<file path="config.mk">
export PLATFORM = sky130hd
export DESIGN_NAME = tdm_rx_framer_flat
export DESIGN_NICKNAME = d
export VERILOG_FILES = /design/src/rtl/audio_pkg.sv /design/src/rtl/tdm_rx_framer_if.sv /design/src/rtl/sync_edge_detect.sv /design/src/rtl/tdm_rx_framer.sv /design/src/flat_wrapper.sv
export SDC_FILE = /design/constraint.sdc
export NUM_CORES = 1
export LEC_CHECK = 0
export CAP_MARGIN = 20
export CORE_MARGIN = 2
export CORE_UTILIZATION = 40
export CTS_BUF_LIST = sky130_fd_sc_hd__clkbuf_8
export DETAILED_ROUTE_END_ITERATION = 10
export PLACE_DENSITY = 0.66
export SKIP_CTS_REPAIR_TIMING = 1
export SLEW_MARGIN = 20
export SYNTH_ARGS = -nofsm -noshare
export SYNTH_HDL_FRONTEND = slang
export SYNTH_SLANG_ARGS = --single-unit
</file>
<file path="constraint.sdc">
create_clock -name clk -period 17.2 [get_ports clk]
set_input_delay 3.44 -clock clk [delete_from_list [all_inputs] [get_ports clk]]
set_output_delay 3.44 -clock clk [all_outputs]
set_load 0.01 [all_outputs]
</file>
<file path="src/rtl/audio_pkg.sv">
// Shared audio front-end definitions.
// Holds the TDM frame geometry, the DSP word type and the receive-state
// encoding used by the framer and its interface.
package audio_pkg;

    localparam int N_CHANNELS  = 8;   // TDM slots per frame
    localparam int SLOT_BITS   = 32;  // sclk periods per slot
    localparam int SAMPLE_BITS = 24;  // valid MSB-first bits at the start of a slot
    localparam int WORD_BITS   = 36;  // DSP word width
    localparam int FRAC_SHIFT  = 10;  // zero LSBs appended below the sample

    typedef logic [WORD_BITS-1:0] sample_t;

    typedef enum logic {
        HUNT,
        RECEIVE
    } rx_state_t;

endpackage

</file>
<file path="src/rtl/tdm_rx_framer_if.sv">
// TDM receive bus: serial pins in, parallel frame out.
//   sclk_in, fsync_in, sdata_in : TDM bit clock, frame sync, serial data
//   samples                     : last complete frame, one word per slot
//   start                       : one-cycle pulse when samples updates
//   locked                      : high while frame alignment is held
//   frame_err                   : one-cycle pulse on an alignment violation
// master drives the serial pins (TDM source side), slave is the framer.
interface tdm_rx_framer_if;
    import audio_pkg::*;

    logic    sclk_in;
    logic    fsync_in;
    logic    sdata_in;
    sample_t samples [N_CHANNELS];
    logic    start;
    logic    locked;
    logic    frame_err;

    modport master (
        output sclk_in, fsync_in, sdata_in,
        input  samples, start, locked, frame_err
    );

    modport slave (
        input  sclk_in, fsync_in, sdata_in,
        output samples, start, locked, frame_err
    );

endinterface

</file>
<file path="src/rtl/sync_edge_detect.sv">
// Two-flop synchronizer with registered rising-edge detection.
//   clk, reset : system clock, asynchronous active-high reset
//   edge_in    : asynchronous clock-like input whose rising edges are reported
//   data_in    : asynchronous inputs that only need synchronizing
//   data_sync  : data_in after two flops
//   rise       : one-cycle pulse, three clk cycles after an edge_in rise
module sync_edge_detect #(
    parameter int W = 1
) (
    input  logic         clk,
    input  logic         reset,
    input  logic         edge_in,
    input  logic [W-1:0] data_in,
    output logic [W-1:0] data_sync,
    output logic         rise
);

    logic         edge_p0, edge_p1, edge_p2;
    logic [W-1:0] data_p0, data_p1;

    always_ff @(posedge clk or posedge reset) begin
        if (reset) begin
            edge_p0 <= 1'b0;
            edge_p1 <= 1'b0;
            edge_p2 <= 1'b0;
            data_p0 <= '0;
            data_p1 <= '0;
            rise    <= 1'b0;
        end else begin
            // p0/p1: metastability filter; p2: previous synchronized level
            edge_p0 <= edge_in;
            edge_p1 <= edge_p0;
            edge_p2 <= edge_p1;
            data_p0 <= data_in;
            data_p1 <= data_p0;
            rise    <= edge_p1 & ~edge_p2;
        end
    end

    assign data_sync = data_p1;

endmodule

</file>
<file path="src/rtl/tdm_rx_framer.sv">
// TDM receive framer: deserializes an N_CHANNELS-slot serial audio stream
// into parallel DSP words and presents each complete frame with a start pulse.
//   clk, reset : system clock (>= 8x sclk), asynchronous active-high reset
//   bus        : tdm_rx_framer_if.slave (serial pins in, samples/start/
//                locked/frame_err out)
module tdm_rx_framer
    import audio_pkg::*;
(
    input  logic           clk,
    input  logic           reset,
    tdm_rx_framer_if.slave bus
);

    localparam int CNT_W  = $clog2(SLOT_BITS);
    localparam int SLOT_W = $clog2(N_CHANNELS);
    localparam logic [CNT_W-1:0]  BIT_LAST  = CNT_W'(SLOT_BITS - 1);
    localparam logic [SLOT_W-1:0] SLOT_LAST = SLOT_W'(N_CHANNELS - 1);

    // Sign-extend to the integer part and append the zero fraction bits.
    function automatic sample_t to_word(input logic [SAMPLE_BITS-1:0] s);
        return {{(WORD_BITS-FRAC_SHIFT-SAMPLE_BITS){s[SAMPLE_BITS-1]}}, s, {FRAC_SHIFT{1'b0}}};
    endfunction

    logic       fsync_s, sdata_s, bit_vld;
    logic [1:0] sync_bus;

    sync_edge_detect #(.W(2)) u_sync (
        .clk       (clk),
        .reset     (reset),
        .edge_in   (bus.sclk_in),
        .data_in   ({bus.fsync_in, bus.sdata_in}),
        .data_sync (sync_bus),
        .rise      (bit_vld)
    );

    assign {fsync_s, sdata_s} = sync_bus;

    rx_state_t              state, state_nxt;
    logic [CNT_W-1:0]       bit_cnt, cnt_nxt;
    logic [SLOT_W-1:0]      slot, slot_nxt;
    logic [SLOT_BITS-2:0]   shift_q, shift_nxt;
    logic                   expect_sync, expect_nxt;
    logic                   latch, complete, err;
    logic [SLOT_BITS-1:0]   word_now;
    logic [SAMPLE_BITS-1:0] slot_sample;
    logic [SAMPLE_BITS-1:0] staging_q [N_CHANNELS];
    sample_t                samples_q [N_CHANNELS];
    logic                   start_q, frame_err_q;

    // The shift register holds the bits received so far; the current bit
    // completes the slot word without an extra register stage.
    assign word_now    = {shift_q, sdata_s};
    assign slot_sample = word_now[SLOT_BITS-1 -: SAMPLE_BITS];

    always_ff @(posedge clk or posedge reset) begin
        if (reset) state <= HUNT;
        else       state <= state_nxt;
    end

    always_comb begin
        state_nxt  = state;
        cnt_nxt    = bit_cnt;
        slot_nxt   = slot;
        shift_nxt  = shift_q;
        expect_nxt = expect_sync;
        latch      = 1'b0;
        complete   = 1'b0;
        err        = 1'b0;
        if (bit_vld) begin
            case (state)
                HUNT: begin
                    if (fsync_s) begin
                        state_nxt  = RECEIVE;
                        shift_nxt  = word_now[SLOT_BITS-2:0];
                        cnt_nxt    = CNT_W'(1);
                        slot_nxt   = '0;
                        expect_nxt = 1'b0;
                    end
                end
                RECEIVE: begin
                    if (fsync_s && !expect_sync) begin
                        // Early frame sync: drop the partial frame and treat
                        // this bit as slot 0 bit 1 of a new frame.
                        err        = 1'b1;
                        shift_nxt  = word_now[SLOT_BITS-2:0];
                        cnt_nxt    = CNT_W'(1);
                        slot_nxt   = '0;
                    end else if (!fsync_s && expect_sync) begin
                        err        = 1'b1;
                        state_nxt  = HUNT;
                        expect_nxt = 1'b0;
                    end else begin
                        shift_nxt  = word_now[SLOT_BITS-2:0];
                        expect_nxt = 1'b0;
                        if (bit_cnt == BIT_LAST) begin
                            latch    = 1'b1;
                            cnt_nxt  = '0;
                            slot_nxt = slot + 1'b1;
                            if (slot == SLOT_LAST) begin
                                complete   = 1'b1;
                                expect_nxt = 1'b1;
                                slot_nxt   = '0;
                            end
                        end else begin
                            cnt_nxt = bit_cnt + 1'b1;
                        end
                    end
                end
                default: state_nxt = HUNT;
            endcase
        end
    end

    always_ff @(posedge clk or posedge reset) begin
        if (reset) begin
            bit_cnt     <= '0;
            slot        <= '0;
            shift_q     <= '0;
            expect_sync <= 1'b0;
            start_q     <= 1'b0;
            frame_err_q <= 1'b0;
            for (int k = 0; k < N_CHANNELS; k++) begin
                staging_q[k] <= '0;
                samples_q[k] <= '0;
            end
        end else begin
            bit_cnt     <= cnt_nxt;
            slot        <= slot_nxt;
            shift_q     <= shift_nxt;
            expect_sync <= expect_nxt;
            start_q     <= complete;
            frame_err_q <= err;
            if (latch) staging_q[slot] <= slot_sample;
            // The last slot bypasses staging so the whole frame lands together.
            if (complete) begin
                for (int k = 0; k < N_CHANNELS; k++) begin
                    samples_q[k] <= to_word((k == N_CHANNELS - 1) ? slot_sample : staging_q[k]);
                end
            end
        end
    end

    assign bus.samples   = samples_q;
    assign bus.start     = start_q;
    assign bus.locked    = (state == RECEIVE);
    assign bus.frame_err = frame_err_q;

endmodule

</file>
<file path="src/flat_wrapper.sv">
// flat-port wrapper written by rule: the top's interface ports become plain ports
module tdm_rx_framer_flat import audio_pkg::*;
  (clk, reset, bus_sclk_in, bus_fsync_in, bus_sdata_in, bus_samples, bus_start, bus_locked, bus_frame_err);
  tdm_rx_framer_if bus_i ();
  input  logic clk;
  input  logic reset;
  input wire logic [$bits(bus_i.sclk_in)-1:0] bus_sclk_in;
  input wire logic [$bits(bus_i.fsync_in)-1:0] bus_fsync_in;
  input wire logic [$bits(bus_i.sdata_in)-1:0] bus_sdata_in;
  output wire logic [$bits(bus_i.samples)-1:0] bus_samples;
  output wire logic [$bits(bus_i.start)-1:0] bus_start;
  output wire logic [$bits(bus_i.locked)-1:0] bus_locked;
  output wire logic [$bits(bus_i.frame_err)-1:0] bus_frame_err;
  assign bus_i.sclk_in = bus_sclk_in;
  assign bus_i.fsync_in = bus_fsync_in;
  assign bus_i.sdata_in = bus_sdata_in;
  assign bus_samples = {>>{bus_i.samples}};
  assign bus_start = bus_i.start;
  assign bus_locked = bus_i.locked;
  assign bus_frame_err = bus_i.frame_err;
  tdm_rx_framer u_core (.clk(clk), .reset(reset), .bus(bus_i));
endmodule
</file>
==> flow_summary_export.csv <==
group,metric,value,unit
worst_setup_path,setup_crit_start,"u_core.bus.locked",
place,detailedPlacementHpwl,21800,um
drt,via_count,8570,
sta,max_slew.worst_pin.slew,1120,ps
logic_synthesis,post_synth.cell_area_avg,16.5,um2
run,maxCapViolCount,0,
worst_setup_path,ff2ff_path_depth,7,
floorplan,floorplan.rows,75,
worst_setup_path,worstSetupStartpointType,"flop",
sta,fin_crit,5150,ps
cts,clk_pin_slew,50,ps
cts,clock_tree_from_tritoncts,"done",
worst_setup_path,worst_r2r_endpoint,"u_core.bus.samples[190]",
sta,setup_total_negative_slack,0,ps
final_layout,regArea,0.0103,mm2
drt,drcViolationCount,0,
logic_synthesis,ys_ff_latch,411,
drt,post_drt_wl_per_cell,19.7,um
hold_path,timing.hold.worst.class,"reg2reg",
worst_setup_path,nature_of_the_critical_path_endpoint,"output pin",
cts,cts_htree_levels,3,
cts,clock-root-buffer,"sky130_fd_sc_hd__clkbuf_8",
worst_setup_path,worst_ep_arrival_time,1710,ps
worst_setup_path,cp-endpoint,"bus_locked",
global_routing,first_global_vias,9001,
worst_setup_path,crit_path_top_delay_cell,"sky130_fd_sc_hd__clkdlybuf4s50_1",
floorplan,dieWidth,210,um
global_routing,maximum_number_of_pins_on_one_net_before_global_route_repair,182,
worst_setup_path,r2r_setup_slack,13730,ps
final_layout,num-fill-cells,3590,
worst_setup_path,crit_path_max_fanout,12,
worst_setup_path,r2r_start,"u_core.bit_cnt[0]",
global_routing,grt_overflow,0,
sta,rsz0062_at_grt,"false",
logic_synthesis,yosysTopAreaCellShare,60.5,%
global_routing,grt_first_pass_wirelength,54900,um
sta,slew_headroom,25.2,%
logic_synthesis,synth_largest_area_cell,"sky130_fd_sc_hd__dfrtp_1",
final_layout,layout.cells.non_filler,1815,
global_routing,track_usage,16.3,%
power_and_ir_drop,finalPower,1.84,mW
worst_setup_path,cp.required,13760,ps
sta,maxSlewViolCount,0,
logic_synthesis,netlist-cell-type-count,37,
floorplan,core-area,0.0419,mm2
drt,routed_wirelength,35700,um
sta,worst_clock_skew,27.8,ps
worst_setup_path,count_of_cell_instances_traversed_by_the_critical_path,1,
hold_path,timing.hold.worst_path_depth,0,
worst_setup_path,critical_path_class,"reg2out",
cts,ctsLongestPathBuffers,3,
final_layout,syn_to_final_growth,18.8,%
drt,drt_pre_antenna_iters,4,
power_and_ir_drop,total_leakage_power,9.95,nW
global_routing,antenna_found_initial,0,
worst_setup_path,cp.buffers_inverters,1,
status,run_status,"finished clean",
floorplan,die_height,210,um
floorplan,fp.dieArea,0.0442,mm2
drt,via_per_inst,4.72,
sta,achievable-frequency,0.194,GHz
worst_setup_path,timing.critical_path.slowest_cell_delay,630,ps
place,globalplace.congestion,0.718,
sta,setup-violations-final,0,
floorplan,io-pin-count,296,
worst_setup_path,crit_chain,"clkdlybuf4s50_1",
final_layout,final_nets,1246,
final_layout,post_route_cells_drive_above_1_share,38.5,%
logic_synthesis,yosys_warnings,0,
final_layout,antenna-diode-count,0,
power_and_ir_drop,power.density,91.2,mW/mm2
cts,clock_sink_count,411,
place,placed_cells_incl_taps,1704,
sta,final-hold-violation-count,0,
logic_synthesis,post_synth_inst_count,1029,
logic_synthesis,post_synth_instance_area,0.0170,mm2
logic_synthesis,synth.area.top_cells,"sky130_fd_sc_hd__dfrtp_1 60%, sky130_fd_sc_hd__mux2_4 15%, sky130_fd_sc_hd__mux2_2 14%",
sta,final_min_period_over_clock_period,29.9,%
power_and_ir_drop,irDropWorstVdd,0.0000438,V
logic_synthesis,post_synthesis_sequential_area_ratio,60.5,%
cts,clk_latency,590,ps
place,port_buffers,215,
drt,antenna_violating_nets_post_route,0,
final_layout,multiInputGateArea,0.00580,mm2
worst_setup_path,path_delay_family,"buffers and inverters",
floorplan,initial_utilization,40.5,%
cts,cts_buffers,67,
drt,dr.first_iter.drc_count,316,
## stage by stage
step	setup WS, ps	instance area [um2]	util (%)	hold slack, ps
2_1_floorplan	2320	17300	-	331
3_3_place_gp	11760	19000	45.3	333
3_5_place_dp	11750	19000	45.3	335
4_1_cts	11990	20200	48.2	347
5_1_grt	11950	20200	48.2	355
6_report	12050	20200	48.2	345
## where the power goes
part | total, mW | leakage [nW] | switching [mW] | internal, mW
Combinational | 0.0555 | 3.54 | 0.0359 | 0.0196
Clock | 0.769 | 0.702 | 0.367 | 0.402
Sequential | 1.02 | 5.70 | 0.0344 | 0.983
Total | 1.84 | 9.95 | 0.438 | 1.40
## cells in the final DEF (no fill, tap or decap), types with 5 or more instances in the layout
cell type / n
sky130_fd_sc_hd__dfrtp_1: 411
sky130_fd_sc_hd__mux2_2: 219
sky130_fd_sc_hd__clkdlybuf4s50_1: 215
sky130_fd_sc_hd__mux2_4: 172
sky130_fd_sc_hd__conb_1: 80
sky130_fd_sc_hd__clkbuf_8: 76
sky130_fd_sc_hd__inv_1: 29
sky130_fd_sc_hd__o21ai_0: 8
sky130_fd_sc_hd__ha_1: 7
sky130_fd_sc_hd__nor2b_1: 6
sky130_fd_sc_hd__nand3_2: 6
sky130_fd_sc_hd__nor2_1: 5
sky130_fd_sc_hd__clkinvlp_4: 5
## flip-flops by register name (all words and copies together), names as in the netlist
register,cells
u_core.u_sync.edge_p0,1
u_core.bus.locked,1
u_core.slot,3
u_core.shift_q,31
u_core.u_sync.data_sync,2
u_core.u_sync.rise,1
u_core.staging_q,168
u_core.bit_cnt,5
u_core.expect_sync,1
u_core.u_sync.data_p0,2
u_core.u_sync.edge_p2,1
u_core.bus.start,1
u_core.u_sync.edge_p1,1
u_core.bus.samples,192
u_core.bus.frame_err,1
## cell families (layout without fill, tap and decap cells)
kind of cell               after synthesis  count (layout)  synth area share (%)
adders and majority gates                7               7                 0.515
DFF                                    411             411                  60.5
other                                    1              80                0.0220
buffers and inverters                  167             335                  7.32
muxes                                  392             392                  29.7
AOI/OAI and AO/OA                       16              16                 0.603
and+or+nand+nor                         35              35                  1.32
## worst reg2reg max path: stages (launching register included)
cell                      delay, ps
sky130_fd_sc_hd__dfrtp_1        400
sky130_fd_sc_hd__ha_1           220
sky130_fd_sc_hd__and3_1         170
sky130_fd_sc_hd__ha_1           250
sky130_fd_sc_hd__and3b_1        250
sky130_fd_sc_hd__and3_4         680
sky130_fd_sc_hd__buf_12         640
sky130_fd_sc_hd__mux2_2         760
## area by class of cell
cell class / instances / share of cell area, %
flip-flops and latches: 411 / 50.9
inverters: 4 / 0.112
multi-input cells: 530 / 28.7
repair buffers: 220 / 11.0
well taps: 539 / 3.34
clock inverters: 35 / 0.787
clock buffers: 76 / 5.18
## per-layer routing
layer | GRT usage, % | up-vias | share of wire, %
met1 | 22.4 | 4543 | 45
li1 | - | 3785 | -
met5 | 0 | - | 0
met3 | 3.16 | 45 | 4.2
met2 | 26.0 | 197 | 48
met4 | 5.55 | 0 | 1.8
## synthesized netlist by cell type
cell type                    n
sky130_fd_sc_hd__a21oi_1     1
sky130_fd_sc_hd__a32o_1      3
sky130_fd_sc_hd__and2_0      1
sky130_fd_sc_hd__and3_1      2
sky130_fd_sc_hd__and3b_1     1
sky130_fd_sc_hd__and4_1      1
sky130_fd_sc_hd__and4b_1     2
sky130_fd_sc_hd__buf_1      23
sky130_fd_sc_hd__buf_2      16
sky130_fd_sc_hd__buf_4      96
sky130_fd_sc_hd__buf_6      15
sky130_fd_sc_hd__buf_8      11
sky130_fd_sc_hd__clkbuf_1    1
sky130_fd_sc_hd__clkbuf_2    1
sky130_fd_sc_hd__conb_1      1
sky130_fd_sc_hd__dfrtp_1   411
sky130_fd_sc_hd__ha_1        7
sky130_fd_sc_hd__inv_1       4
sky130_fd_sc_hd__mux2_1      1
sky130_fd_sc_hd__mux2_2    219
sky130_fd_sc_hd__mux2_4    172
sky130_fd_sc_hd__nand2_1     3
sky130_fd_sc_hd__nand3_1     5
sky130_fd_sc_hd__nand3_2     3
sky130_fd_sc_hd__nand3b_1    1
sky130_fd_sc_hd__nor2_1      5
sky130_fd_sc_hd__nor2b_1     6
sky130_fd_sc_hd__nor3b_1     1
sky130_fd_sc_hd__nor4b_1     1
sky130_fd_sc_hd__o211ai_1    1
sky130_fd_sc_hd__o21ai_0     8
sky130_fd_sc_hd__o21ai_1     1
sky130_fd_sc_hd__o21bai_1    1
sky130_fd_sc_hd__o31ai_1     1
sky130_fd_sc_hd__or2_1       1
sky130_fd_sc_hd__or3_1       1
sky130_fd_sc_hd__or4b_1      1
## worst min path at each step
stage                        startpoint                    endpoint  slack [ps]
2_1_floorplan  u_core.u_sync.data_p0[0]  u_core.u_sync.data_sync[0]         330
3_3_place_gp      u_core.u_sync.edge_p0       u_core.u_sync.edge_p1         330
3_5_place_dp   u_core.u_sync.data_p0[1]  u_core.u_sync.data_sync[1]         330
4_1_cts        u_core.u_sync.data_p0[1]  u_core.u_sync.data_sync[1]         350
5_1_grt        u_core.u_sync.data_p0[1]  u_core.u_sync.data_sync[1]         360
6_report          u_core.u_sync.edge_p0       u_core.u_sync.edge_p1         340
Note: power is estimated with default switching activity, not from simulation.
